$ cat src/rtl/oflow_registration_nch_if.sv
// Candidate beat bus from the score-calculation array into successor registration.
// Channel c occupies bits [c*SCORE_W +: SCORE_W] of cand_score and [c*ID_W +: ID_W] of cand_id.
interface oflow_registration_nch_if #(
    parameter int NUM_CH  = 2,
    parameter int SCORE_W = 16,
    parameter int ID_W    = 12
);
    logic                      cand_valid;
    logic [NUM_CH-1:0]         cand_mask;
    logic [NUM_CH*SCORE_W-1:0] cand_score;
    logic [NUM_CH*ID_W-1:0]    cand_id;
    logic                      cand_last;

    modport master (output cand_valid, cand_mask, cand_score, cand_id, cand_last);
    modport slave  (input  cand_valid, cand_mask, cand_score, cand_id, cand_last);
endinterface

$ cat src/rtl/oflow_registration_nch.sv
// Successor registration: reduces NUM_CH-wide candidate beats to the best two (score, id)
// pairs, allocates a fresh ID when nothing matches well enough, and records the object in a row scoreboard.
module oflow_registration_nch #(
    parameter int NUM_CH  = 2,
    parameter int SCORE_W = 16,
    parameter int ID_W    = 12,
    parameter int FEAT_W  = 64,
    parameter int ROWS    = 32,
    localparam int ROW_W  = $clog2(ROWS)
) (
    input  logic                   clk,
    input  logic                   reset_N,
    input  logic                   start_i,
    input  logic [ROW_W-1:0]       row_i,
    input  logic [FEAT_W-1:0]      feat_i,
    input  logic                   first_frame_i,
    input  logic [SCORE_W-1:0]     new_thresh_i,
    oflow_registration_nch_if.slave cand,
    output logic                   busy_o,
    output logic                   done_o,
    output logic                   new_obj_o,
    input  logic                   cr_we_i,
    input  logic [ROW_W-1:0]       cr_row_i,
    input  logic                   cr_ptr_i,
    input  logic                   frame_clear_i,
    input  logic [ROW_W-1:0]       rd_row_i,
    output logic [2*SCORE_W-1:0]   rd_score_o,
    output logic [2*ID_W-1:0]      rd_id_o,
    output logic [FEAT_W-1:0]      rd_feat_o,
    output logic [ID_W-1:0]        rd_final_id_o,
    output logic                   rd_valid_o
);
    typedef enum logic [1:0] {IDLE, ACCUM, WRITE} state_t;

    state_t             state_q;
    logic [SCORE_W-1:0] b0_score_q, b1_score_q, b0_score_d, b1_score_d;
    logic [ID_W-1:0]    b0_id_q, b1_id_q, b0_id_d, b1_id_d;
    logic               any_q, any_d;
    logic [ID_W-1:0]    next_id_q;
    logic               ff_q, done_q, new_obj_q, alloc;
    logic [ROW_W-1:0]   row_q;
    logic [FEAT_W-1:0]  feat_q;

    logic [ROWS-1:0]    valid_q;
    logic [ROWS-1:0]    ptr_mem;
    logic [SCORE_W-1:0] s0_mem [ROWS];
    logic [SCORE_W-1:0] s1_mem [ROWS];
    logic [ID_W-1:0]    i0_mem [ROWS];
    logic [ID_W-1:0]    i1_mem [ROWS];
    logic [FEAT_W-1:0]  feat_mem [ROWS];

    logic [2*SCORE_W-1:0] rd_score_q;
    logic [2*ID_W-1:0]    rd_id_q;
    logic [FEAT_W-1:0]    rd_feat_q;
    logic [ID_W-1:0]      rd_final_id_q;
    logic                 rd_valid_q;

    // Channels are inserted in ascending order with strict compares, so ties keep the earlier entry.
    always_comb begin
        logic [SCORE_W-1:0] cs;
        logic [ID_W-1:0]    ci;
        b0_score_d = b0_score_q;
        b0_id_d    = b0_id_q;
        b1_score_d = b1_score_q;
        b1_id_d    = b1_id_q;
        any_d      = any_q;
        cs         = '0;
        ci         = '0;
        for (int c = 0; c < NUM_CH; c++) begin
            if (cand.cand_valid && cand.cand_mask[c]) begin
                cs    = cand.cand_score[c*SCORE_W +: SCORE_W];
                ci    = cand.cand_id[c*ID_W +: ID_W];
                any_d = 1'b1;
                if (cs < b0_score_d) begin
                    b1_score_d = b0_score_d;
                    b1_id_d    = b0_id_d;
                    b0_score_d = cs;
                    b0_id_d    = ci;
                end else if (cs < b1_score_d) begin
                    b1_score_d = cs;
                    b1_id_d    = ci;
                end
            end
        end
    end

    assign alloc = ff_q || !any_q || (b0_score_q > new_thresh_i);

    always_ff @(posedge clk) begin
        if (!reset_N) begin
            state_q       <= IDLE;
            done_q        <= 1'b0;
            new_obj_q     <= 1'b0;
            next_id_q     <= ID_W'(1);
            valid_q       <= '0;
            b0_score_q    <= '1;
            b1_score_q    <= '1;
            b0_id_q       <= '0;
            b1_id_q       <= '0;
            any_q         <= 1'b0;
            rd_score_q    <= '0;
            rd_id_q       <= '0;
            rd_feat_q     <= '0;
            rd_final_id_q <= '0;
            rd_valid_q    <= 1'b0;
        end else begin
            done_q    <= 1'b0;
            new_obj_q <= 1'b0;
            case (state_q)
                IDLE: begin
                    if (start_i) begin
                        b0_score_q <= '1;
                        b1_score_q <= '1;
                        b0_id_q    <= '0;
                        b1_id_q    <= '0;
                        any_q      <= 1'b0;
                        state_q    <= first_frame_i ? WRITE : ACCUM;
                    end
                end
                ACCUM: begin
                    b0_score_q <= b0_score_d;
                    b1_score_q <= b1_score_d;
                    b0_id_q    <= b0_id_d;
                    b1_id_q    <= b1_id_d;
                    any_q      <= any_d;
                    if (cand.cand_valid && cand.cand_last) state_q <= WRITE;
                end
                WRITE: begin
                    done_q           <= 1'b1;
                    new_obj_q        <= alloc;
                    valid_q[row_q]   <= 1'b1;
                    state_q          <= IDLE;
                    if (alloc) next_id_q <= (next_id_q == '1) ? ID_W'(1) : next_id_q + ID_W'(1);
                end
                default: state_q <= IDLE;
            endcase
            if (frame_clear_i && state_q == IDLE) valid_q <= '0;

            if (valid_q[rd_row_i]) begin
                rd_score_q    <= {s1_mem[rd_row_i], s0_mem[rd_row_i]};
                rd_id_q       <= {i1_mem[rd_row_i], i0_mem[rd_row_i]};
                rd_feat_q     <= feat_mem[rd_row_i];
                rd_final_id_q <= ptr_mem[rd_row_i] ? i1_mem[rd_row_i] : i0_mem[rd_row_i];
                rd_valid_q    <= 1'b1;
            end else begin
                rd_score_q    <= '0;
                rd_id_q       <= '0;
                rd_feat_q     <= '0;
                rd_final_id_q <= '0;
                rd_valid_q    <= 1'b0;
            end
        end
    end

    // Row write issued last so it overrides a same-row pointer write in the WRITE cycle.
    always_ff @(posedge clk) begin
        if (state_q == IDLE && start_i) begin
            ff_q   <= first_frame_i;
            row_q  <= row_i;
            feat_q <= feat_i;
        end
        if (cr_we_i) ptr_mem[cr_row_i] <= cr_ptr_i;
        if (reset_N && state_q == WRITE) begin
            s0_mem[row_q]   <= alloc ? '0 : b0_score_q;
            s1_mem[row_q]   <= alloc ? '1 : b1_score_q;
            i0_mem[row_q]   <= alloc ? next_id_q : b0_id_q;
            i1_mem[row_q]   <= alloc ? '0 : b1_id_q;
            feat_mem[row_q] <= feat_q;
            ptr_mem[row_q]  <= 1'b0;
        end
    end

    assign busy_o        = (state_q != IDLE);
    assign done_o        = done_q;
    assign new_obj_o     = new_obj_q;
    assign rd_score_o    = rd_score_q;
    assign rd_id_o       = rd_id_q;
    assign rd_feat_o     = rd_feat_q;
    assign rd_final_id_o = rd_final_id_q;
    assign rd_valid_o    = rd_valid_q;
endmodule
$ cat src/flat_wrapper.sv
// flat-port wrapper written by rule: the top's interface ports become plain ports
module oflow_registration_nch_flat 
#(
    parameter int NUM_CH  = 2,
    parameter int SCORE_W = 16,
    parameter int ID_W    = 12,
    parameter int FEAT_W  = 64,
    parameter int ROWS    = 32,
    localparam int ROW_W  = $clog2(ROWS)
)
  (clk, reset_N, start_i, row_i, feat_i, first_frame_i, new_thresh_i, busy_o, done_o, new_obj_o, cr_we_i, cr_row_i, cr_ptr_i, frame_clear_i, rd_row_i, rd_score_o, rd_id_o, rd_feat_o, rd_final_id_o, rd_valid_o, cand_cand_valid, cand_cand_mask, cand_cand_score, cand_cand_id, cand_cand_last);
  oflow_registration_nch_if #(.NUM_CH(NUM_CH), .SCORE_W(SCORE_W), .ID_W(ID_W)) cand_i ();
  input  logic clk;
  input  logic reset_N;
  input  logic start_i;
  input  logic [ROW_W-1:0] row_i;
  input  logic [FEAT_W-1:0] feat_i;
  input  logic first_frame_i;
  input  logic [SCORE_W-1:0] new_thresh_i;
  output logic busy_o;
  output logic done_o;
  output logic new_obj_o;
  input  logic cr_we_i;
  input  logic [ROW_W-1:0] cr_row_i;
  input  logic cr_ptr_i;
  input  logic frame_clear_i;
  input  logic [ROW_W-1:0] rd_row_i;
  output logic [2*SCORE_W-1:0] rd_score_o;
  output logic [2*ID_W-1:0] rd_id_o;
  output logic [FEAT_W-1:0] rd_feat_o;
  output logic [ID_W-1:0] rd_final_id_o;
  output logic rd_valid_o;
  input wire logic [$bits(cand_i.cand_valid)-1:0] cand_cand_valid;
  input wire logic [$bits(cand_i.cand_mask)-1:0] cand_cand_mask;
  input wire logic [$bits(cand_i.cand_score)-1:0] cand_cand_score;
  input wire logic [$bits(cand_i.cand_id)-1:0] cand_cand_id;
  input wire logic [$bits(cand_i.cand_last)-1:0] cand_cand_last;
  assign cand_i.cand_valid = cand_cand_valid;
  assign cand_i.cand_mask = cand_cand_mask;
  assign cand_i.cand_score = cand_cand_score;
  assign cand_i.cand_id = cand_cand_id;
  assign cand_i.cand_last = cand_cand_last;
  oflow_registration_nch #(.NUM_CH(NUM_CH), .SCORE_W(SCORE_W), .ID_W(ID_W), .FEAT_W(FEAT_W), .ROWS(ROWS)) u_core (.clk(clk), .reset_N(reset_N), .start_i(start_i), .row_i(row_i), .feat_i(feat_i), .first_frame_i(first_frame_i), .new_thresh_i(new_thresh_i), .cand(cand_i), .busy_o(busy_o), .done_o(done_o), .new_obj_o(new_obj_o), .cr_we_i(cr_we_i), .cr_row_i(cr_row_i), .cr_ptr_i(cr_ptr_i), .frame_clear_i(frame_clear_i), .rd_row_i(rd_row_i), .rd_score_o(rd_score_o), .rd_id_o(rd_id_o), .rd_feat_o(rd_feat_o), .rd_final_id_o(rd_final_id_o), .rd_valid_o(rd_valid_o));
endmodule
$ cat config.mk
export PLATFORM = sky130hd
export DESIGN_NAME = oflow_registration_nch_flat
export DESIGN_NICKNAME = d
export VERILOG_FILES = /design/src/rtl/oflow_registration_nch_if.sv /design/src/rtl/oflow_registration_nch.sv /design/src/flat_wrapper.sv
export SDC_FILE = /design/constraint.sdc
export NUM_CORES = 2
export LEC_CHECK = 0
export ABC_AREA = 0
export CORE_ASPECT_RATIO = 1.75
export CORE_MARGIN = 1
export CORE_UTILIZATION = 50
export DETAILED_ROUTE_END_ITERATION = 12
export PLACE_DENSITY = 0.66
export SYNTH_ARGS = -nofsm -noshare
export SYNTH_HDL_FRONTEND = slang
export SYNTH_SLANG_ARGS = --single-unit
$ cat constraint.sdc
create_clock -name clk -period 8.7 [get_ports clk]
set_clock_uncertainty 0.15 [all_clocks]
set_input_delay 0.87 -clock clk [delete_from_list [all_inputs] [get_ports clk]]
set_output_delay 0.87 -clock clk [all_outputs]
set_load 0.005 [all_outputs]
# After elaboration in Yosys (flattened, before gate mapping)
# Memories as Yosys holds them, arrays and structs flattened. A register that Yosys moved wholly into a read port is not among the register bits.
# Cells that the tools add are included.
# classes
addsub	1
magnitude_cmp	10
eq_ne	6
mux	55
bitwise_logic	4
n_reduce_logical	24
# ops
cell	count
$mux 16	13
$mux 12	15
$lt 16x16->1	4
$mux 32	2
$pmux 16 s2	2
$pmux 12 s2	2
$and 32x32->32	1
$bwmux 32	1
$not 32->32	1
$or 32x32->32	1
$lt 5x6->1 const B	3
$gt 16x16->1	1
$add 12x1->12 const B	1
$eq 12x12->1 const B	1
$mux 1	11
$bmux 1 s5	2
$demux 1 s5	2
$ge 5x1->1 const B	2
$reduce_and 2->1	5
$logic_and 1x1->1	8
$mux 2	3
$logic_not 1->1	4
$pmux 2 s2	1
$reduce_bool 2->1	2
other kinds (11)	12
# word_totals
reg_bits	244
ram_bits	3840
input_bits	162
out_inout_bits	136
elab_cells	122
mem_count	5
# memory_table
name	depth	width	read_ports	rd_ports_with_merged_regs	wr	line	rtl
u_core.feat_mem	32	64	1	1	1	oflow_registration_nch.sv:50	logic [FEAT_W-1:0] feat_mem [ROWS];
u_core.s0_mem	32	16	1	1	1	oflow_registration_nch.sv:46	logic [SCORE_W-1:0] s0_mem [ROWS];
u_core.s1_mem	32	16	1	1	1	oflow_registration_nch.sv:47	logic [SCORE_W-1:0] s1_mem [ROWS];
u_core.i0_mem	32	12	1	0	1	oflow_registration_nch.sv:48	logic [ID_W-1:0] i0_mem [ROWS];
u_core.i1_mem	32	12	1	0	1	oflow_registration_nch.sv:49	logic [ID_W-1:0] i1_mem [ROWS];

# Longest topological paths before layout
# logic_depth
depth_word	9
mapped_depth	23
depth_no_buf	20

# Least setup slack after synthesis
# OpenSTA, ideal clock, no wires.
# synth_timing
kind	register to register
start	register u_core.state_q[0]
end	memory u_core.feat_mem[13][0] (enable)
setup_time_ps	602
arrival_time_ps	6643
required_time_ps	7948
slack_ps	1305
stages_incl_launch_ff	6
n_path_buf	1
synth_period_minus_slack_ps	7395
cell_sequence	dfxtp_1 -> clkbuf_1 -> nand2b_1 -> nor3b_1 -> nand2_1 -> nor2_1
# synth_via
elab_chain_cells	4
# synth_rtl
item	line	rtl
start: declaration	oflow_registration_nch.sv:35	state_t state_q;
start signal: assignment	oflow_registration_nch.sv:117	state_q <= first_frame_i ? WRITE : ACCUM;
$eq 2x2->1	oflow_registration_nch.sv:163	if (reset_N && state_q == WRITE) begin
$logic_and 1x1->1	oflow_registration_nch.sv:163	
$mux 1	oflow_registration_nch.sv:163	
$mux 1 (not written as such)	oflow_registration_nch.sv:168	feat_mem[row_q] <= feat_q;
end: declaration	oflow_registration_nch.sv:50	
# No other way between the ends.

# Worst setup path in the final report
# layout_timing
start	register u_core.b0_score_q[15]
end	register u_core.b1_score_q[4]
# layout_via
elab_chain_cells	8
elab_cells_between_ends	11
classes_between	order compare: 3; mux: 8
# layout_rtl
item	line	rtl
start: declaration	oflow_registration_nch.sv:36	logic [SCORE_W-1:0] b0_score_q, b1_score_q, b0_score_d, b1_score_d;
start signal: assignment	oflow_registration_nch.sv:121	b0_score_q <= b0_score_d;
$lt 16x16->1	oflow_registration_nch.sv:74	if (cs < b0_score_d) begin
$mux 16	oflow_registration_nch.sv:74	
$mux 16	oflow_registration_nch.sv:70	if (cand.cand_valid && cand.cand_mask[c]) begin
$lt 16x16->1	oflow_registration_nch.sv:79	end else if (cs < b1_score_d) begin
$mux 16	oflow_registration_nch.sv:79	
$mux 16	oflow_registration_nch.sv:74	
$mux 16 *	oflow_registration_nch.sv:70	
$pmux 16 s2 *	oflow_registration_nch.sv:109	case (state_q)
end signal: assignment	oflow_registration_nch.sv:122	b1_score_q <= b1_score_d;
end: declaration	oflow_registration_nch.sv:36	
# Every way passes the cells marked *; elsewhere a longest branch is shown, timed or not.
# A chain may end at the register's enable or synchronous reset.

==> out/results.ini <==
[critical_path]
criticalPathCategory=reg -> reg
start_kind=register
rr_worst_depth=16
cp.required_ps=9330
critPathCaptureType=register
cp.arrival_ps=7250
cp_max_fo=27

[routing]
post-route-drc-count=0
wirelength_um=426200
routed_via_density=6.455
num_vias=77709
first_pass_iters=8
drtIter0Drc=9763
ant_nets=0
wire_per_inst_um=35.40

[clocking]
cts_tree=done
clkTransAtPathRegs_ps=70
cts_buffers=374
cts_hold_buf=0
clockBufferDepth=4
insertion_delay_ps=950
numClockSinks=4180
cts_resized=0
htreeDepth=5
cts-root-buf=clkbuf_16
postCtsSetupBuffers=0

[synth]
synth_seq_area_share=0.7663
synth_cells=7128
synthArstFlopShare=0
yosys_warnings=0
synth_edf_count=3910
yosys.area.top_type_share=0.7326
synth-seq-cells=4180
synth_nets=7367
synth_cell_types=67
synth_largest_area_cell=edfxtp_1
synthTopCellsByArea=edfxtp_1 73%, mux4_2 17%, dfxtp_1 3.4%
mappedNetlistArea_sq_um=160300
synthFlopType=edfxtp_1
avgSynthCellArea_sq_um=22.48

[power_and_ir_drop]
irDropWorstVdd_mv=0.1990
p_per_area_nw_per_um2=223.6
p_leak_nw=59.05

[timing]
period_share=0.7605
worstMarginPinSlew_ps=1221
setup_tns_ps=0
holdWs_ps=304.0
rsz0062_at_grt=no
worst_slack_ps=2083
finalHoldViolCount=0
slew_viol_final=0
setup_viol=0
fin_crit_ps=6617
fmax_mhz=151.1
slew-limit-headroom=0.1859

[layout]
syn_to_final_growth_pct=13.17
multi_input_area_sq_um=35880
drive_gt1_frac=0.2558
fin_nets=7805
utilization=0.5695
num-fill-cells=22813
seqCellArea_sq_um=122800

[floorplan]
start_util=0.5032
io_pins=298
die_y_um=751.0
row_count=274
dieArea_sq_um=322900
fp.dieW_um=430.0
core_sq_um=318500

[placement]
pre_cts_ws_ps=1253
finalWeightedCongestion=0.8538
hpwl_um=212600
port_buffers=297

[global_routing]
grt.overflow.total=0
grt_first_pass_wirelength_um=599900
grtUsageTotal=0.2637
antenna_found_initial=58
grt_max_degree=151
grt_pass1_vias=80072

[flow_run]
maxCapViolCount=0

[outcome]
status=finished, final reports clean

[min_path]
hold_path_class=reg -> reg
hold_path_depth=2

==> cell families after synthesis <==
logic type | Yosys count | synth area share
flops | 4180 | 0.7663
mux | 1394 | 0.1825
simple gates | 639 | 0.01781
buf+inv | 446 | 0.01170
compound gates | 382 | 0.01509
fa+ha+maj | 77 | 0.006011
xor+xnor | 10 | 0.0005465
==> Yosys cell counts, drive strengths merged, types with 16 or more instances <==
master  number
nor3        30
nand3       40
and2        34
a22oi       16
a211oi      55
nand2      186
dfxtp      270
a21oi      125
mux2        24
nor2       267
clkbuf     199
nor2b       17
mux4      1220
ha          77
buf        175
o21ai       68
edfxtp    3910
a221oi      16
o22ai       44
mux2i      150
inv         71
==> routing by layer <==
layer / up-vias / global-route usage / routed length, um
met5: - / 0 / 371
li1: 30923 / - / -
met2: 3673 / 0.4415 / 214900
met4: 60 / 0.07577 / 12560
met3: 671 / 0.04609 / 34140
met1: 42382 / 0.3573 / 164200
==> flip-flops by register name, indices dropped and copies added (netlist names), 16 cells and up <==
| signal | cells |
|---|---|
| u_core.ptr_mem | 32 |
| u_core.rd_id_o | 24 |
| u_core.s1_mem | 512 |
| u_core.rd_feat_o | 64 |
| u_core.b0_score_q | 16 |
| u_core.i0_mem | 384 |
| u_core.valid_q | 32 |
| u_core.rd_score_o | 32 |
| u_core.s0_mem | 512 |
| u_core.b1_score_q | 16 |
| u_core.i1_mem | 384 |
| u_core.feat_mem | 2048 |
| u_core.feat_q | 64 |
==> report_power, final <==
group          switching, mW  internal [mW]  leakage (nW)
Sequential             0.191           22.0          39.7
Clock                   7.49           9.52          6.09
Combinational          0.765          0.632          13.3
Total                   8.45           32.1          59.0
==> final timing paths <==
| check | end | slack (ps) | from |
|---|---|---|---|
| setup / recovery | u_core.b1_score_q[4] | 2080 | u_core.b0_score_q[15] |
| hold / removal | u_core.ptr_mem[0] | 300 | u_core.ptr_mem[0] |
| setup reg to reg | u_core.b1_score_q[4] | 2080 | u_core.b0_score_q[15] |
| hold reg to reg | u_core.ptr_mem[0] | 300 | u_core.ptr_mem[0] |
==> layout by cell type (no fill, tap or decap), types with 24 or more instances in the layout <==
master,synthesis,final
nand2_1,186,185
nand3_1,37,37
inv_1,71,71
mux4_2,1220,1220
a211oi_1,55,55
nor2_1,265,232
mux2_2,24,24
o22ai_1,44,43
clkbuf_1,199,64
mux2i_1,150,146
and2_1,34,34
buf_4,9,89
nor2_4,0,33
buf_12,0,50
clkinv_1,1,60
clkdlybuf4s50_1,0,292
o21ai_0,55,54
nor3_1,30,30
bufinv_16,0,45
clkbuf_16,0,378
edfxtp_1,3910,3910
clkinv_2,0,68
a21oi_1,120,119
dfxtp_1,270,270
ha_1,77,77
==> stage by stage <==
step / cell area [sq um] / std cells / power, mW
3_5_place_dp: 168800 / 11330 / 23.99
2_1_floorplan: 160300 / 7128 / 23.45
4_1_cts: 181300 / 12016 / 40.82
5_1_grt: 181300 / 12020 / 41.56
3_3_place_gp: 168800 / 11330 / 23.96
6_report: 181400 / 12039 / 40.55
==> layout make-up <==
class | count | area share
sequential | 4180 | 0.6772
multi-input combinational | 2502 | 0.1978
clock buffer | 457 | 0.05462
tap | 4140 | 0.02856
timing repair buffer | 436 | 0.02580
clock inverter | 229 | 0.01422
inverter | 72 | 0.001490
antenna | 23 | 0.0003173
==> worst max-delay path: stages, from the launching register on <==
cell      delay, ps
dfxtp_1         480
inv_1           100
ha_1            320
nand4_1         200
nor4_1          130
a311oi_4        460
nand3_2         860
mux2i_1         680
ha_1            340
a21o_1          170
a21o_1          170
a221oi_1        380
o221ai_1        390
a31oi_4         620
nand3_4         120
nor2_2          670
a211oi_1        190
(Power assumes the default switching activity.)
